`config.mk`:
```
export PLATFORM = sky130hd
export DESIGN_NAME = rr_arbiter32
export DESIGN_NICKNAME = d
export VERILOG_FILES = /design/src/rtl/arb_pkg.sv /design/src/rtl/prio_enc32.sv /design/src/rtl/rr_arbiter32.sv
export SDC_FILE = /design/constraint.sdc
export NUM_CORES = 1
export LEC_CHECK = 0
export BUFFER_PORTS_ARGS = -buffer_cell sky130_fd_sc_hd__buf_4
export CORE_ASPECT_RATIO = 1.2
export CORE_MARGIN = 5
export CORE_UTILIZATION = 45
export CTS_CLUSTER_DIAMETER = 200
export DETAILED_ROUTE_END_ITERATION = 6
export HOLD_SLACK_MARGIN = 0.06
export PLACE_DENSITY = 0.78
export SYNTH_ARGS = -nofsm -noshare
export SYNTH_HDL_FRONTEND = slang
export SYNTH_HIERARCHICAL = 1
export SYNTH_SLANG_ARGS = --single-unit
```
`constraint.sdc`:
```
create_clock -name clk -period 9.05 [get_ports clk]
set_input_delay 0.905 -clock clk [delete_from_list [all_inputs] [get_ports clk]]
set_output_delay 0.905 -clock clk [all_outputs]
set_load 0.01 [all_outputs]
```
`src/rtl/arb_pkg.sv`:
```
// Shared definitions for the 32-way round-robin arbiter.
// Holds the arbiter state type, the requester count and grant index width,
// and a small helper that turns a grant index into a one-hot owner vector.
package arb_pkg;

   localparam int N_REQ = 32;
   localparam int IDX_W = 5;

   typedef enum logic [1:0] {
      IDLE  = 2'd0,
      GRANT = 2'd1,
      BUSY  = 2'd2
   } arb_state_t;

   // Expands a grant index into the one-hot owner vector driven on the grant bus.
   function automatic logic [N_REQ-1:0] idx_to_onehot(input logic [IDX_W-1:0] idx);
      return N_REQ'(1) << idx;
   endfunction

endpackage

```
`src/rtl/prio_enc32.sv`:
```
// Combinational 32-bit leading-one (MSB-first) priority encoder.
// Ports:
//   in   [31:0]  request vector
//   idx  [4:0]   index of the highest set bit (0 when nothing is set)
//   vld          at least one bit of 'in' is set
module prio_enc32
   import arb_pkg::*;
(
   input  logic [N_REQ-1:0] in,
   output logic [IDX_W-1:0] idx,
   output logic             vld
);

   // Scanning upward and overwriting on every set bit leaves the highest
   // set bit as the result, which gives MSB-first priority.
   always_comb begin
      idx = '0;
      for (int i = 0; i < N_REQ; i++) begin
         if (in[i]) begin
            idx = IDX_W'(i);
         end
      end
   end

   assign vld = |in;

endmodule

```
`src/rtl/rr_arbiter32.sv`:
```
// Round-robin arbiter handing one shared resource to 32 requesters.
// A winner is offered with gnt_vld_o until the resource accepts it with
// gnt_rdy_i; the owner then holds the resource until it pulses done_i or
// the watchdog reclaims it after TIMEOUT busy cycles (TIMEOUT=0 disables it).
// Ports:
//   clk        clock, all state on the rising edge
//   rst        synchronous reset, active-high
//   req_i      [31:0] per-requester request level
//   gnt_rdy_i  resource accepts the offered grant this cycle
//   done_i     owner finished (only honoured while busy)
//   gnt_vld_o  grant offered
//   gnt_idx_o  [4:0] index of the granted/owning requester
//   gnt_o      [31:0] one-hot owner vector while offered or busy
//   busy_o     resource is owned
//   to_err_o   one-cycle pulse when the watchdog forces a release
module rr_arbiter32
   import arb_pkg::*;
#(
   parameter int TIMEOUT = 1024,
   parameter int TO_W    = 11
) (
   input  logic             clk,
   input  logic             rst,
   input  logic [N_REQ-1:0] req_i,
   input  logic             gnt_rdy_i,
   input  logic             done_i,
   output logic             gnt_vld_o,
   output logic [IDX_W-1:0] gnt_idx_o,
   output logic [N_REQ-1:0] gnt_o,
   output logic             busy_o,
   output logic             to_err_o
);

   arb_state_t       state;
   arb_state_t       state_nxt;
   logic [IDX_W-1:0] last_idx;
   logic [IDX_W-1:0] last_nxt;
   logic [IDX_W-1:0] idx_nxt;
   logic [TO_W-1:0]  wd_cnt;
   logic [TO_W-1:0]  wd_nxt;
   logic             to_err_nxt;
   logic             wd_hit;
   logic             rel;

   logic [N_REQ-1:0] low_req;
   logic [IDX_W-1:0] low_idx;
   logic [IDX_W-1:0] all_idx;
   logic             low_vld;
   logic             all_vld;
   logic [IDX_W-1:0] winner;

   // Requesters strictly below the last owner get first pick; if none of
   // them is asking, the search wraps to the top of the full request vector.
   // This yields descending round-robin order, and after reset (last_idx=0)
   // the mask is empty so the highest requester wins first.
   assign low_req = req_i & ((N_REQ'(1) << last_idx) - N_REQ'(1));

   prio_enc32 u_enc_low (
      .in  (low_req),
      .idx (low_idx),
      .vld (low_vld)
   );

   prio_enc32 u_enc_all (
      .in  (req_i),
      .idx (all_idx),
      .vld (all_vld)
   );

   assign winner = low_vld ? low_idx : all_idx;

   // The watchdog fires on the last allowed busy cycle; a constant-zero
   // TIMEOUT removes the check entirely.
   assign wd_hit = (TIMEOUT != 0) && (wd_cnt == TO_W'(TIMEOUT - 1));

   // Next-state logic. A grant, once offered, is held until accepted even if
   // its request drops. Leaving BUSY (done or watchdog) chains straight into
   // a new offer when anyone is waiting, so there is no idle bubble. done_i
   // takes precedence over the watchdog, suppressing the error pulse.
   always_comb begin
      state_nxt  = state;
      idx_nxt    = gnt_idx_o;
      last_nxt   = last_idx;
      wd_nxt     = wd_cnt;
      to_err_nxt = 1'b0;
      rel        = 1'b0;
      case (state)
         IDLE: begin
            if (all_vld) begin
               idx_nxt   = winner;
               state_nxt = GRANT;
            end
         end
         GRANT: begin
            if (gnt_rdy_i) begin
               last_nxt  = gnt_idx_o;
               wd_nxt    = '0;
               state_nxt = BUSY;
            end
         end
         BUSY: begin
            wd_nxt     = wd_cnt + 1'b1;
            rel        = done_i || wd_hit;
            to_err_nxt = wd_hit && !done_i;
            if (rel) begin
               if (all_vld) begin
                  idx_nxt   = winner;
                  state_nxt = GRANT;
               end else begin
                  state_nxt = IDLE;
               end
            end
         end
         default: begin
            state_nxt = IDLE;
         end
      endcase
   end

   // State, round-robin pointer, watchdog and registered outputs. The
   // outputs are computed from the next state so they line up with it.
   always_ff @(posedge clk) begin
      if (rst) begin
         state     <= IDLE;
         last_idx  <= '0;
         wd_cnt    <= '0;
         gnt_vld_o <= 1'b0;
         gnt_idx_o <= '0;
         gnt_o     <= '0;
         busy_o    <= 1'b0;
         to_err_o  <= 1'b0;
      end else begin
         state     <= state_nxt;
         last_idx  <= last_nxt;
         wd_cnt    <= wd_nxt;
         gnt_vld_o <= (state_nxt == GRANT);
         gnt_idx_o <= idx_nxt;
         gnt_o     <= (state_nxt != IDLE) ? idx_to_onehot(idx_nxt) : '0;
         busy_o    <= (state_nxt == BUSY);
         to_err_o  <= to_err_nxt;
      end
   end

endmodule

```
Word level (Yosys, flattened, before mapping)
Index checks and enable logic that the tools add are counted.

operators by class
  add/sub/neg operators = 2
  equal/unequal tests = 6
  shift operators = 2
  muxes and demuxes = 73
  bitwise operators = 3
  reduce and logical (&&, ||, !) cells = 12

operators with widths
  kind                     count
  $mux W5                  35
  $mux W4                  16
  $reduce_or A32 Y1        2
  $shl A1 B5 Y32 const A   2
  $and A32 B32 Y32         1
  $sub A32 B1 Y32 const B  1
  $mux W3                  8
  $pmux W11 S2             1
  $mux W2                  7
  $add A11 B1 Y11 const B  1
  $eq A11 B10 Y1 const B   1
  $mux W11                 1
  $pmux W5 S2              1
  $pmux W2 S3              1
  $eq A2 B1 Y1 const B     2
  $eq A2 B2 Y1 const B     2
  $reduce_and A2 Y1        2
  $reduce_bool A2 Y1       2
  $reduce_or A2 Y1         2
  $mux W1                  3
  $logic_not A2 Y1         1
  $ne A2 B2 Y1 const B     1
  $not A1 Y1               2
  $logic_and A1 B1 Y1      1
  other kinds (2)          2

word-level totals
  register bits after elaboration = 58
  output and inout port bits = 40
  word-level logic and storage cells = 106

Longest topological paths before layout
  depth after elaboration = 39
  mapped depth = 21

Modules after synthesis
Netlist, hierarchy kept.

modules (own cells, without submodules)
  module        instances  cells each  area each (sq um)  sequential area each (sq um)
  rr_arbiter32  1          396         3,333.2            1,161.1
  prio_enc32    2          62          366.6              0.0

Least setup slack after synthesis
No wires, ideal clock.

  kind = register -> register
  from = register last_idx[1]
  to = register gnt_o[0]
  arrival time = 4.273 ns
  data required time = 8.969 ns
  slack = 4.696 ns
  cell stages (with the launch flop) = 19
  buffers on the path = 6
  clock period less this slack = 4.354 ns
  cell sequence = dfxtp_1 -> clkbuf_1 -> or2_2 -> clkbuf_1 -> nor2_1 -> nand2_1 -> ha_1 -> clkbuf_1 -> buf_1 -> nor3_1 -> o21ai_0 -> a21boi_0 -> or4_1 -> or4_1 -> clkbuf_1 -> buf_2 -> o32ai_1 -> o2111ai_1 -> a22oi_1

RTL lines
  what                    line                                     RTL
  from (decl)             rr_arbiter32.sv:36                       logic [IDX_W-1:0] last_idx;
  from (signal assigned)  rr_arbiter32.sv:134                      last_idx <= last_nxt;
  $shl A1 B5 Y32 *        rr_arbiter32.sv:56                       assign low_req = req_i & ((N_REQ'(1) << last_idx) - N_REQ'(1));
  $sub A32 B1 Y32 *       rr_arbiter32.sv:56
  $and A32 B32 Y32 *      rr_arbiter32.sv:56
  net low_req[14]         rr_arbiter32.sv:45                       logic [N_REQ-1:0] low_req;
  $reduce_or A32 Y1 *     prio_enc32.sv:25                         assign vld = |in;
  net low_vld             rr_arbiter32.sv:48                       logic low_vld;
  $mux W5 *               rr_arbiter32.sv:70                       assign winner = low_vld ? low_idx : all_idx;
  $mux W5 *               rr_arbiter32.sv:89, rr_arbiter32.sv:106
  $mux W5                 rr_arbiter32.sv:105                      if (rel) begin
  $pmux W5 S2 *           rr_arbiter32.sv:87                       case (state)
  $shl A1 B5 Y32 *        arb_pkg.sv:17                            return N_REQ'(1) << idx;
  to (signal assigned)    rr_arbiter32.sv:138                      gnt_o <= (state_nxt != IDLE) ? idx_to_onehot(idx_nxt) : '0;
  to (decl)               rr_arbiter32.sv:29                       output logic [N_REQ-1:0] gnt_o,

The timed path passes the listed nets; every way through them passes the cells marked *.
A chain may end at the register's enable or synchronous reset.

Worst setup path in the final report
  from = register last_idx[4]
  to = register gnt_o[17]

RTL lines
  what                    line                                     RTL
  $shl A1 B5 Y32 *        rr_arbiter32.sv:56
  $sub A32 B1 Y32 *       rr_arbiter32.sv:56
  $and A32 B32 Y32 *      rr_arbiter32.sv:56
  net low_req[28]         rr_arbiter32.sv:45
  $mux W5 * (4 in a row)  prio_enc32.sv:19                         if (in[i]) begin
  net low_idx[4]          rr_arbiter32.sv:46                       logic [IDX_W-1:0] low_idx;
  $mux W5 *               rr_arbiter32.sv:70
  $mux W5 *               rr_arbiter32.sv:89, rr_arbiter32.sv:106
  $mux W5                 rr_arbiter32.sv:105
  $pmux W5 S2 *           rr_arbiter32.sv:87
  $shl A1 B5 Y32 *        arb_pkg.sv:17

Marks and branches as above.

==> results.toml <==
[status]
outcome = "completed"

[drt]
wirelength_um = 12700
drt-wirelength-per-cell_um = 18.1
first_pass_iters = 7
drt-met1-wl_um = 5130
via_per_inst = 6.33
drc = 0
route.met2.wl_um = 6100
ant_nets = 0
first_iter_violations = 233
highest_layer = "met4"
met3WireLength_um = 818
vias = 4446

[logic_synthesis]
yosysUniqueCellTypes = 63
ys_seq_elements = 58
synthTopCellsByArea = "dfxtp_1 (29%), a211oi_1 (5.4%), nor2_1 (5.0%)"
async_flop_share_pct = 0
synthFlopType = "dfxtp_1"
yosysTopAreaCell = "dfxtp_1"
yosys_warnings = 6
syn_area_per_cell_um2 = 7.82
ys_seq_area_share_pct = 28.6
syn-instance-count = 520
yosys-top-cells-count = "dfxtp_1 (58), nor2_1 (54), a21oi_1 (36)"
netlist_area_um2 = 4070
synth_top_area_share_pct = 28.6
synth_edf_count = 0
synth_most_common_cell = "dfxtp_1"

[critical_path]
rr_endpoint = "gnt_o[17]"
endpoint_kind = "flip-flop"
slowest_delay_ns = 0.94
rr_startpoint = "last_idx[4]"
regToRegSetupSlack_ns = 3.57
cpMaxStageDelayCell = "dfxtp_1"
crit_arrival_ns = 5.70
required_ns = 9.28
critPathMostFrequentCell = "nand2_1"
reg2reg_depth = 15
startpoint_type = "flip-flop"
path_buf_inv = 0
cp_max_fo = 29
worst-setup-path-type = "flip-flop to flip-flop"
cpLargestDelayFamily = "simple AND/OR/NAND/NOR gates"
crit_chain = "nor2_1, nand2_1, ha_1, nor3b_1, a31oi_1, o21ai_0, and2_1, nor4_2, and3_1, nand3_2, or4_1, or3b_2, nand2_1, o2111ai_1, a211oi_1"

[grt]
grt_max_degree = 35
grt_pass1_vias = 4024
grt_antenna_before_repair = 0
grt_pass1_wl_um = 20300
grt-ovfl-total = 0
track_usage_pct = 22.4

[cts]
insertion_delay_ns = 0.34
cts_repair_resize_count = 0
holdBufCountCts = 0
post-cts-setup-buffers = 0
cts_tree = "yes"
cts-htree-levels = 3
cts_sinks = 58
cts_root_buffer = "clkbuf_8"
cts_buffers = 9
clk_path_buf_depth = 2
clk_pin_slew_ns = 0.07

[layout]
area_growth_pct = 18.6
fin_util_pct = 53.9
final_area_um2 = 4820
drive_gt1_share_pct = 21.0
fin_nets = 615
num_antenna_cells = 0

[floorplanning]
initial_utilization_pct = 45.5
core_um2 = 8940
num_io_pins = 76
row_count = 38
die_w_um = 96.8
dieHeight_um = 114
dieArea_um2 = 11000

[pwr]
p_seq_share_pct = 37.9
internal-power_mw = 0.482
peakVddDrop_mv = 0.0576
sw_frac_of_total_pct = 37.0
power.net_switching_mw = 0.283
leakage_nw = 1.77
clkPwrFrac_pct = 26.9
pwr-share-comb_pct = 35.1
p_per_area_nw_per_um2 = 159

[timing]
max_freq_mhz = 183
drv_slew = 0
relSlewSlack_pct = 31.8
setup_violations = 0
rsz0062_at_grt = "false"
hold_viol = 0
fin_crit_ns = 5.48
skew_ns = 0.00533
tightest_slew_ns = 1.02
period_share_pct = 60.5
tns_ns = 0

[place]
io_buffers = 75
place_area_um2 = 4650
routabilityCongestion = 0.942
dp_hpwl_um = 9690

[min_path]
hp-class = "flip-flop to flip-flop"
worstHoldPathCells = 1
min_to = "wd_cnt[9]"
min_from = "wd_cnt[9]"

[flow_run]
max_cap_viol_count = 0
-- metal layers --
layer  track usage (%)  vias up
met2              37.8      216
met1              26.4     2083
met4              12.5        0
met5                 0        -
li1                  -     2102
met3              4.81       45
-- worst max path at each step --
stage	slack, ns	end	cells past startpoint	from
floorplan	4.70	gnt_o[0]	18	last_idx[1]
global placement	3.85	gnt_o[22]	15	last_idx[4]
detailed placement	3.74	gnt_o[26]	15	last_idx[4]
CTS	3.66	gnt_o[17]	15	last_idx[4]
global route	3.14	gnt_o[17]	15	last_idx[4]
finish	3.57	gnt_o[17]	15	last_idx[4]
-- cells in the final DEF (no fill, tap or decap), types with 6 or more instances in the layout --
cell       instances
o2111ai_1          9
and2_1            11
nand2_1           32
o21ai_0           14
nor2_1            54
or4_1              7
nor2b_1           16
nand2b_1           9
a311oi_1           7
a21oi_1           36
buf_4             77
nand3b_1           7
and3_1            10
a211oi_1          29
nor3_1            19
clkbuf_8          10
dfxtp_1           58
a22oi_1           17
a21boi_0           6
o2111ai_2          6
nand3_1           10
inv_1             19
o21a_1             7
o211ai_1           9
nor4_1             9
-- stage by stage --
step	power, mW	worst slack [ns]	hold WS, ns	cells
final	0.765	3.57	0.492	702
after CTS	0.762	3.66	0.494	702
after global routing	0.805	3.14	0.516	702
after detailed placement	0.559	3.74	0.488	686
after global placement	0.555	3.85	0.474	686
after floorplan	0.470	4.70	0.449	523
-- logic make-up after synthesis --
group	share of synthesized area, %
muxes	1.23
other	0.0922
AOI/OAI and AO/OA	34.8
and+or+nand+nor	29.0
DFF	28.6
buffers and inverters	5.57
adders and majority gates	0.615
xor gates and xnor gates	0.215
-- area by class of cell --
cell class	instances	area, um^2
Fill cell	876	4120
Multi-Input combinational cell	412	2690
Sequential cell	58	1160
Timing Repair Buffer	77	578
Tap cell	120	150
Clock buffer	11	141
Inverter	19	71.3
Clock inverter	5	30.0
-- power groups by stage --
stage          Sequential (mW)  Combinational, mW  Clock (mW)
4_1_cts                  0.290              0.265       0.208
2_1_floorplan            0.292              0.178           0
3_3_place_gp             0.294              0.260           0
6_report                 0.290              0.269       0.206
3_5_place_dp             0.295              0.264           0
5_1_grt                  0.292              0.292       0.221
-- flip-flops by register name, indices dropped and copies added, names as in the netlist --
name / count
gnt_o: 32
wd_cnt: 11
gnt_idx_o: 5
last_idx: 5
state: 2
busy_o: 1
gnt_vld_o: 1
to_err_o: 1
No activity file was read; power rests on OpenSTA's default activity.
